[config.mk]
export PLATFORM = sky130hd
export DESIGN_NAME = spi_slave_if_burst
export DESIGN_NICKNAME = d
export VERILOG_FILES = /design/src/rtl/spi_slave_if_burst.sv
export SDC_FILE = /design/constraint.sdc
export NUM_CORES = 1
export LEC_CHECK = 0
export ABC_AREA = 1
export BUFFER_PORTS_ARGS = -buffer_cell sky130_fd_sc_hd__buf_2
export CAP_MARGIN = 20
export CELL_PAD_IN_SITES_DETAIL_PLACEMENT = 0
export CELL_PAD_IN_SITES_GLOBAL_PLACEMENT = 1
export CORE_AREA = 2 2 90 92
export CTS_BUF_LIST = sky130_fd_sc_hd__clkbuf_8 sky130_fd_sc_hd__clkbuf_16
export DETAILED_ROUTE_END_ITERATION = 8
export DIE_AREA = 0 0 92 94
export GPL_ROUTABILITY_DRIVEN = 1
export PLACE_DENSITY_LB_ADDON = 0.1
export SLEW_MARGIN = 20
export SYNTH_ARGS = -nofsm -noshare
export SYNTH_HDL_FRONTEND = slang
export SYNTH_SLANG_ARGS = --single-unit
[constraint.sdc]
create_clock -name clk -period 1.7 [get_ports clk]
set_clock_uncertainty 0.15 [all_clocks]
set_input_delay 0.085 -clock clk [delete_from_list [all_inputs] [get_ports clk]]
set_output_delay 0.085 -clock clk [all_outputs]
set_load 0.01 [all_outputs]
[src/rtl/spi_slave_if_burst.sv]
// SPI slave front-end: deserialises {cmd,payload} frames from MOSI and
// serialises RAM read data onto MISO, with read-address tracking and burst reads.
module spi_slave_if_burst #(
   parameter int DATA_W     = 8,
   parameter int BURST_EN   = 1,
   parameter int TX_TIMEOUT = 16
) (
   input  logic              clk,
   input  logic              rst_n,
   input  logic              MOSI,
   input  logic              SS_n,
   input  logic [DATA_W-1:0] tx_data,
   input  logic              tx_valid,
   output logic              MISO,
   output logic [DATA_W+1:0] rx_data,
   output logic              rx_valid,
   output logic              rd_err,
   output logic              busy
);
   localparam int FW = DATA_W + 2;
   localparam int CW = $clog2(FW + 1);
   localparam int TW = (TX_TIMEOUT > 0) ? $clog2(TX_TIMEOUT + 1) : 1;

   localparam logic [2:0] S_IDLE  = 3'd0;
   localparam logic [2:0] S_RECV  = 3'd1;
   localparam logic [2:0] S_WAIT  = 3'd2;
   localparam logic [2:0] S_SEND  = 3'd3;
   localparam logic [2:0] S_BURST = 3'd4;
   localparam logic [2:0] S_DONE  = 3'd5;

   logic [2:0]        state_q, state_d;
   logic [CW-1:0]     cnt_q, cnt_d;
   logic [TW-1:0]     tmr_q, tmr_d;
   logic [FW-2:0]     sr_q, sr_d;
   logic [FW-1:0]     rx_data_q, rx_data_d;
   logic [DATA_W-1:0] tx_sr_q, tx_sr_d;
   logic [DATA_W-1:0] rd_addr_q, rd_addr_d;
   logic              ok_q, ok_d;
   logic              miso_q, miso_d;
   logic              rxv_q, rxv_d;
   logic              err_q, err_d;
   logic [FW-1:0]     frame;
   logic              abort;

   // Frame as it stands once this edge's MOSI bit is shifted in.
   assign frame = {sr_q, MOSI};
   assign abort = SS_n && (state_q == S_RECV || state_q == S_WAIT ||
                           state_q == S_SEND || state_q == S_BURST);

   always_comb begin
      state_d   = state_q;
      cnt_d     = cnt_q;
      tmr_d     = tmr_q;
      sr_d      = sr_q;
      rx_data_d = rx_data_q;
      tx_sr_d   = tx_sr_q;
      rd_addr_d = rd_addr_q;
      ok_d      = ok_q;
      miso_d    = miso_q;
      rxv_d     = 1'b0;
      err_d     = 1'b0;
      if (abort) begin
         state_d = S_IDLE;
         cnt_d   = '0;
         tmr_d   = '0;
         miso_d  = 1'b0;
      end else begin
         case (state_q)
            S_IDLE: if (!SS_n) begin
               sr_d    = frame[FW-2:0];
               cnt_d   = CW'(1);
               state_d = S_RECV;
            end
            S_RECV: begin
               sr_d  = frame[FW-2:0];
               cnt_d = cnt_q + CW'(1);
               if (cnt_q == CW'(FW - 1)) begin
                  cnt_d = '0;
                  if (frame[FW-1:FW-2] == 2'b11) begin
                     if (ok_q) begin
                        rx_data_d = frame;
                        rxv_d     = 1'b1;
                        tmr_d     = '0;
                        state_d   = S_WAIT;
                     end else begin
                        err_d   = 1'b1;
                        state_d = S_DONE;
                     end
                  end else begin
                     rx_data_d = frame;
                     rxv_d     = 1'b1;
                     state_d   = S_DONE;
                     if (frame[FW-1:FW-2] == 2'b10) begin
                        rd_addr_d = frame[DATA_W-1:0];
                        ok_d      = 1'b1;
                     end
                  end
               end
            end
            S_WAIT: begin
               if (tx_valid) begin
                  tx_sr_d = tx_data << 1;
                  miso_d  = tx_data[DATA_W-1];
                  ok_d    = 1'b0;
                  cnt_d   = CW'(1);
                  tmr_d   = '0;
                  state_d = S_SEND;
               end else if (TX_TIMEOUT != 0) begin
                  if (tmr_q == TW'(TX_TIMEOUT - 1)) begin
                     err_d   = 1'b1;
                     tmr_d   = '0;
                     state_d = S_DONE;
                  end else begin
                     tmr_d = tmr_q + TW'(1);
                  end
               end
            end
            S_SEND: begin
               if (cnt_q != CW'(DATA_W)) begin
                  miso_d  = tx_sr_q[DATA_W-1];
                  tx_sr_d = tx_sr_q << 1;
                  cnt_d   = cnt_q + CW'(1);
               end else begin
                  miso_d = 1'b0;
                  cnt_d  = '0;
                  // SS_n is known low here, so a burst continues at the next address.
                  if (BURST_EN != 0) begin
                     rd_addr_d = rd_addr_q + DATA_W'(1);
                     rx_data_d = {2'b10, rd_addr_q + DATA_W'(1)};
                     rxv_d     = 1'b1;
                     ok_d      = 1'b1;
                     state_d   = S_BURST;
                  end else begin
                     state_d = S_DONE;
                  end
               end
            end
            S_BURST: begin
               rx_data_d = {2'b11, {DATA_W{1'b0}}};
               rxv_d     = 1'b1;
               tmr_d     = '0;
               state_d   = S_WAIT;
            end
            S_DONE: if (SS_n) state_d = S_IDLE;
            default: state_d = S_IDLE;
         endcase
      end
   end

   always_ff @(posedge clk or negedge rst_n) begin
      if (!rst_n) begin
         state_q   <= S_IDLE;
         cnt_q     <= '0;
         tmr_q     <= '0;
         sr_q      <= '0;
         rx_data_q <= '0;
         tx_sr_q   <= '0;
         rd_addr_q <= '0;
         ok_q      <= 1'b0;
         miso_q    <= 1'b0;
         rxv_q     <= 1'b0;
         err_q     <= 1'b0;
      end else begin
         state_q   <= state_d;
         cnt_q     <= cnt_d;
         tmr_q     <= tmr_d;
         sr_q      <= sr_d;
         rx_data_q <= rx_data_d;
         tx_sr_q   <= tx_sr_d;
         rd_addr_q <= rd_addr_d;
         ok_q      <= ok_d;
         miso_q    <= miso_d;
         rxv_q     <= rxv_d;
         err_q     <= err_d;
      end
   end

   assign MISO     = miso_q;
   assign rx_data  = rx_data_q;
   assign rx_valid = rxv_q;
   assign rd_err   = err_q;
   assign busy     = (state_q != S_IDLE);

endmodule

==> key figures, run 1 <==
Setup path
  – Buffer and inverter count on the worst path: 3
  – R2r startpoint: state_q[1]$_DFFE_PN0P_
  – Slowest cell on crit path: dfrtp_2
  – Critical path origin: state_q[1]$_DFFE_PN0P_
  – Family with the most delay on the worst path: flip-flops
  – Arr. time, crit path: 1830 ps
  – Crit path kind: flop to flop
  – Crit path cell chain: inv_2 -> nand3_2 -> inv_1 -> o21ai_2 -> nor2_4 -> clkbuf_16 -> nand2_1 -> nand2_1
  – Worst setup EP type: flop
  – Max incr delay on CP: 480 ps
  – Required time of the critical path: 1810 ps
  – RR Endpoint: rx_data[6]$_DFFE_PN0P_
  – R2R setup slack: -20 ps
  – Cell depth of the worst setup path: 8
  – CP max FO: 6
  – Critical path launch point type: flop
  – Most used cell, CP: nand2_1
  – Worst r2r path cells: 8

Finish
  – # diodes: 0
  – Design area: 3960 µm²
  – Most common cell after layout, fill and taps aside: nand2_1
  – Area Overhead vs Synth: 37.1%
  – Post-Layout Cell Count: 591
  – Final #Nets: 506
  – Most frequent cells in the layout: nand2_1, dfrtp_1, buf_4
  – Share of cells above drive strength 1: 30.1%

Global routing
  – Congestion Overflow GR: 0
  – GRT Resource Usage Total: 18.8%
  – Largest net degree at the start of global routing: 51
  – First-pass GRT wire length: 12800 µm
  – Initial antenna violation count: 0
  – Vias in the first global route: 2621

Yosys
  – Synth warnings: 0
  – Mean post-synth cell area: 7.16 µm²
  – Cell taking the most area after synthesis: dfrtp_1
  – Post-synth top area share: 43.4%
  – Cell variety after synth: 31
  – Cell Area, Synth: 2890 µm²
  – Mapped Cells: 403
  – Sequential cell area fraction in the yosys report: 43.4%
  – Post-Syn Nets: 421
  – Largest cells by area after synthesis: dfrtp_1, nand2_1, nand3_1
  – #FFs+latches synth: 50

Timing
  – Peak Freq: 0.581 GHz
  – Tmin final: 1720 ps
  – Relative slew slack: 79.2%
  – RSZ-0062 raised after global routing: yes
  – Setup violators final: 4
  – Final setup TNS: -53.6 ps
  – Post-route setup slack: -20.5 ps
  – Fin crit share: 101%
  – Worst-margin pin slew: 311 ps
  – Final count of pins violating max slew: 0
  – Final hold vios: 0

Detailed routing
  – Routed WL: 7760 µm
  – DRC: 0
  – DR iter-0 viols: 144
  – Antenna Nets Post-Route: 0
  – Via count: 2790
  – Via/cell ratio: 4.72
  – Routed wire length per instance: 13.1 µm
  – Drt pass-1 iters: 5

Power and ir drop
  – Leakage: 2.12 nW
  – Worst ir drop on vdd: 0.513 mV
  – Final Power: 6.33 mW
  – PwrDens: 1600 nW/µm²

Outcome
  – Status: complete, but fails checks
  – Failing checks: negative setup slack

Floorplanning
  – Die width: 92 µm
  – Die area: 8650 µm²
  – Starting Density: 37.9%
  – Row cnt: 32
  – DIE HEIGHT: 94 µm
  – Core area: 7610 µm²
  – Num ports: 27

Hold path
  – Worst hold stages: 4
  – Hold Path Class: input pin to flop
  – Hold_sp: SS_n
  – Hold EP: cnt_q[0]$_DFFE_PN0P_

Placed design
  – # port buffers: 26
  – Final HPWL DP: 5480 µm
  – Placed Area: 3370 µm²
  – Cells after DPL: 557
  – GPL Wtd Cong: 0.855
  – Setup WS pre-CTS: -101 ps

Clock tree
  – Root Buffer Master: clkbuf_8
  – CTS clk-pin slew, worst paths: 110 ps
  – Clk_lat worst skew: 310 ps
  – Clk sinks: 50
  – Num CTS Buffers: 5
  – CTS max path bufs: 2
  – H-Tree Depth: 2
  – TritonCTS clock tree: built

Flow run
  – Max-cap violations: 0
## flip-flops by register name (all words and copies together), names as in the netlist
register and flops:
cnt_q 4, rd_addr_q 8, tx_sr_q 7, rx_valid 1, state_q 3, ok_q 1
MISO 1, tmr_q 5, rx_data 10, rd_err 1, sr_q 9
## cells in the mapped netlist (all sizes together)
cell type,n
ha,5
a21oi,6
nand3,28
nor2,38
a211oi,1
or2,3
o21ai,28
nor3,2
buf,7
inv,38
mux2,2
o21bai,1
clkbuf,1
xor2,3
o22ai,1
clkinv,1
nand4,3
nand2,185
dfrtp,50
## where the power goes
group | leakage (nW) | internal (mW) | switching [mW]
clock network | 0.0591 | 0.450 | 0.460
logic | 1.43 | 1.48 | 1.94
registers | 0.631 | 1.65 | 0.346
total | 2.12 | 3.59 | 2.74
## stage by stage
| stage | util [%] | hold slack, ps |
|---|---|---|
| after floorplan | - | -361 |
| after global placement | 44.3 | -51.3 |
| after detailed placement | 44.3 | -45.5 |
| after CTS | 48.3 | -87.7 |
| after global routing | 52.0 | 70.3 |
| final | 52.0 | 37.0 |
## logic make-up (layout without fill, tap and decap cells)
logic type                 Yosys count  in the layout  synth area share (%)
AOI/OAI and AO/OA                   37             37                  7.03
xor gates and xnor gates             3              3                 0.911
adders and majority gates            5              5                  2.17
buffers and inverters               47            131                  7.33
DFF                                 50             50                  43.4
muxes                                2              2                 0.781
and+or+nand+nor                    259            261                  38.4
## how the worst max path moves through the flow
stage	endpoint
4_1_cts	tx_sr_q[1]$_DFFE_PN0P_
5_1_grt	rx_data[1]$_DFFE_PN0P_
3_5_place_dp	cnt_q[2]$_DFFE_PN0P_
3_3_place_gp	cnt_q[2]$_DFFE_PN0P_
6_report	rx_data[6]$_DFFE_PN0P_
2_1_floorplan	rd_addr_q[1]$_DFFE_PN0P_
## layout make-up
cell class,instances,area [µm²]
repair buffers,84,667
fillers,745,3650
multi-input cells,308,1630
clock buffers,5,68.8
clock inverters,3,47.5
well taps,102,128
flip-flops and latches,50,1250
inverters,39,159
## worst min-delay path, cell delays in order
cell and delay (ps):
buf_2 150, nor2_1 80, nand2_1 60, o21ai_0 70
## repair_timing
item / in CTS / in global routing
endpoints found under the setup margin: 39 / 40
setup buffers: 5 / 8
cloned: 1 / 2
resized for setup: 13 / 50
hold buffers: 10 / 1
pin swaps: 2 / 22
hold endpoints to repair: 62 / 3
## metal layers
metal	routed length, µm	global-route usage (%)
met1	3860	27.4
met2	3600	29.3
met3	248	2.89
met4	49	4.48
met5	0	0
No activity file was read; power rests on OpenSTA's default activity.
==> run 2: changes to the inputs <==
ABC_AREA = not set   (was 1)
CORE_AREA = 2 2 87 89   (was 2 2 90 92)
DIE_AREA = 0 0 89 91   (was 0 0 92 94)
==> run 2 against run 1 <==
  * The run still ends with negative setup slack left
  * Die area shrank 6.3%
  * Sequential share of layout area decreased by 0.52 points
  * First-iteration DRC count decreased by 2.8%
  * Final area up 1.4%
  * Fmax fell by 11%
  * Clock power decreased by 25%
  * Count of clock-buffer cells in the layout unchanged
  * Non-clock buffer count grew 18
  * Total power down 11%
  * Global-route usage grew 0.96 points
  * Largest cell class unchanged
==> key figures, run 2 <==
Outcome
  – Status: complete, but fails checks
  – Failing checks: negative setup slack

Setup path
  – Crit path kind: flop to flop
  – Arr. time, crit path: 2020 ps
  – Worst setup EP type: flop
  – Worst r2r path cells: 6
  – Required time of the critical path: 1800 ps
  – Critical path launch point type: flop
  – CP max FO: 9
  – RR Endpoint: rx_data[5]$_DFFE_PN0P_
  – R2R setup slack: -220 ps
  – R2r startpoint: state_q[1]$_DFFE_PN0P_

Finish
  – Number of flip-flops in the largest register: 10
  – Most common cell after layout, fill and taps aside: buf_4
  – # diodes: 0
  – Final #Nets: 403
  – Most frequent cells in the layout: buf_4, dfrtp_1, buf_2
  – Area Overhead vs Synth: 37.8%
  – Share of cells above drive strength 1: 41.0%
  – Post-Layout Cell Count: 484

Floorplanning
  – Num ports: 27
  – Core area: 7140 µm²
  – Row cnt: 31
  – Die area: 8100 µm²
  – Starting Density: 40.8%
  – Die width: 89 µm
  – DIE HEIGHT: 91 µm

Placed design
  – Setup WS pre-CTS: -234 ps
  – GPL Wtd Cong: 0.831
  – Final HPWL DP: 4940 µm
  – # port buffers: 26
  – Cells after DPL: 456

Yosys
  – Sequential cell area fraction in the yosys report: 43.0%
  – Most common cell in the synthesized netlist: dfrtp_1
  – Largest family of logic cells by synthesized area: compound AO/OA/AOI/OAI gates
  – Largest cells by area after synthesis: dfrtp_1, mux2_2, a21oi_1
  – Synth warnings: 0
  – Mapped Cells: 292
  – Post-Synth XOR/XNOR Area: 1.81%
  – Synth Area in Compound Gates: 18.8%
  – Fraction of registers with async set/reset: 100%
  – Simple-gate share of the synthesized area: 18.0%
  – Synth Area in Adders: 2.15%
  – Proportion of synthesized area in mux cells: 11.2%
  – Main synth FF type: dfrtp_1
  – Cell taking the most area after synthesis: dfrtp_1
  – Cell Area, Synth: 2910 µm²
  – Post-synth top cells: dfrtp_1, nand2_1, a21oi_1, o21ai_0
  – Post-Syn Nets: 310
  – Mean post-synth cell area: 9.96 µm²
  – Cell variety after synth: 62
  – Number of synthesized flops with an enable pin: 0
  – #FFs+latches synth: 50
  – Post-synth top area share: 43.0%

Clock tree
  – Clk_lat worst skew: 310 ps
  – CTS clk-pin slew, worst paths: 90 ps
  – TritonCTS clock tree: built
  – Num CTS Buffers: 5
  – Clk sinks: 50
  – H-Tree Depth: 2
  – Root Buffer Master: clkbuf_8
  – CTS max path bufs: 2

Timing
  – Post-route setup slack: -223 ps
  – Final hold vios: 0
  – Peak Freq: 0.520 GHz
  – Relative slew slack: 61.4%
  – RSZ-0062 raised after global routing: yes
  – Tmin final: 1920 ps
  – Fin crit share: 113%
  – Worst-margin pin slew: 577 ps
  – Setup violators final: 37
  – Final count of pins violating max slew: 0
  – Hold slack: 27.1 ps

Global routing
  – First-pass GRT wire length: 12400 µm
  – Largest net degree at the start of global routing: 51
  – Vias in the first global route: 2453
  – GRT Resource Usage Total: 19.7%
  – Congestion Overflow GR: 0
  – Initial antenna violation count: 0

Detailed routing
  – Drt pass-1 iters: 4
  – Max layer used: met4
  – Met3 WL: 228 µm
  – Via count: 2546
  – Via/cell ratio: 5.26
  – DR iter-0 viols: 140
  – Antenna Nets Post-Route: 0
  – M1 wire length: 3680 µm
  – DRC: 0
  – Routed wire length per instance: 15.6 µm
  – Routed WL: 7530 µm
  – Routed met2 length: 3540 µm

Power and ir drop
  – PwrDens: 1410 nW/µm²
  – Leakage: 1.81 nW
  – Worst ir drop on vdd: 0.592 mV

Hold path
  – Hold_sp: tx_data[0]
  – Hold EP: tx_sr_q[1]$_DFFE_PN0P_
  – Worst hold stages: 5
  – Hold Path Class: input pin to flop

Flow run
  – Max-cap violations: 0
-- run 2: cell count changes after synthesis, sizes merged, moves of 7 or more --
cell	previous run	this run
mux2i	0	10
inv	38	10
nand2	185	24
nor2b	0	7
a21oi	6	24
nor2	38	16
nand3	28	13
mux2	2	20
-- run 2: critical path, cell delays in order (launching register included) --
cell and delay [ps]:
dfrtp_1 440, buf_4 200, and3b_2 260, buf_4 160, and4_1 210, a211oi_1 260
mux2_4 200
-- run 2: per-layer routing --
metal  vias to the layer above  GRT usage [%]
li1                       1250              -
met1                      1240           28.1
met2                        47           30.8
met3                         9           3.64
met4                         0           4.85
met5                         -              0
-- run 2: timing repair --
| action | 4_1_cts | 5_1_grt |
|---|---|---|
| gates cloned | 1 | 1 |
| hold buffers | 9 | 0 |
| hold endpoints to repair | 59 | 0 |
| gates resized for setup | 32 | 18 |
| buffers inserted | 6 | 5 |
| setup endpoints to repair | 47 | 41 |
| pin swaps | 6 | 10 |
-- run 2: area by class of cell --
| type | instances | area (µm²) |
|---|---|---|
| fill | 676 | 3130 |
| tap | 99 | 124 |
| clock buffer | 5 | 68.8 |
| clock inverter | 2 | 11.3 |
| multi-input combinational | 216 | 1710 |
| timing repair buffer | 102 | 803 |
| inverter | 10 | 37.5 |
| sequential | 50 | 1250 |
-- run 2: worst max path at each step --
| stage | from | end | slack, ps | cells past startpoint |
|---|---|---|---|---|
| 2_1_floorplan | cnt_q[1]$_DFFE_PN0P_ | rx_data[2]$_DFFE_PN0P_ | -170 | 7 |
| 3_3_place_gp | cnt_q[1]$_DFFE_PN0P_ | rx_data[2]$_DFFE_PN0P_ | -210 | 7 |
| 3_5_place_dp | cnt_q[1]$_DFFE_PN0P_ | rx_data[7]$_DFFE_PN0P_ | -230 | 7 |
| 4_1_cts | cnt_q[1]$_DFFE_PN0P_ | rx_data[1]$_DFFE_PN0P_ | -230 | 7 |
| 5_1_grt | cnt_q[0]$_DFFE_PN0P_ | rx_data[1]$_DFFE_PN0P_ | -300 | 7 |
| 6_report | state_q[1]$_DFFE_PN0P_ | rx_data[5]$_DFFE_PN0P_ | -220 | 6 |
-- run 2: power breakdown --
group / internal (mW) / switching [mW]
logic: 1.68 / 1.42
clock network: 0.278 / 0.407
registers: 1.56 / 0.322
-- run 2: cells by family (layout without fill, tap and decap cells) --
family          Yosys count  count (layout)
compound gates           82              84
xor+xnor                  6               6
fa+ha+maj                 5               5
buf+inv                  28             119
flops                    50              50
mux                      30              30
simple gates             91              91
-- run 2: through the flow --
stage	power, mW	utilization (%)	TNS (ps)	area [µm²]
after floorplan	3.37	-	-1420	2910
after global placement	4.43	49.5	-5300	3530
after detailed placement	4.45	49.5	-5510	3530
after CTS	5.52	54.4	-3920	3880
after global routing	6.09	56.2	-7420	4010
final	5.66	56.2	-4320	4010
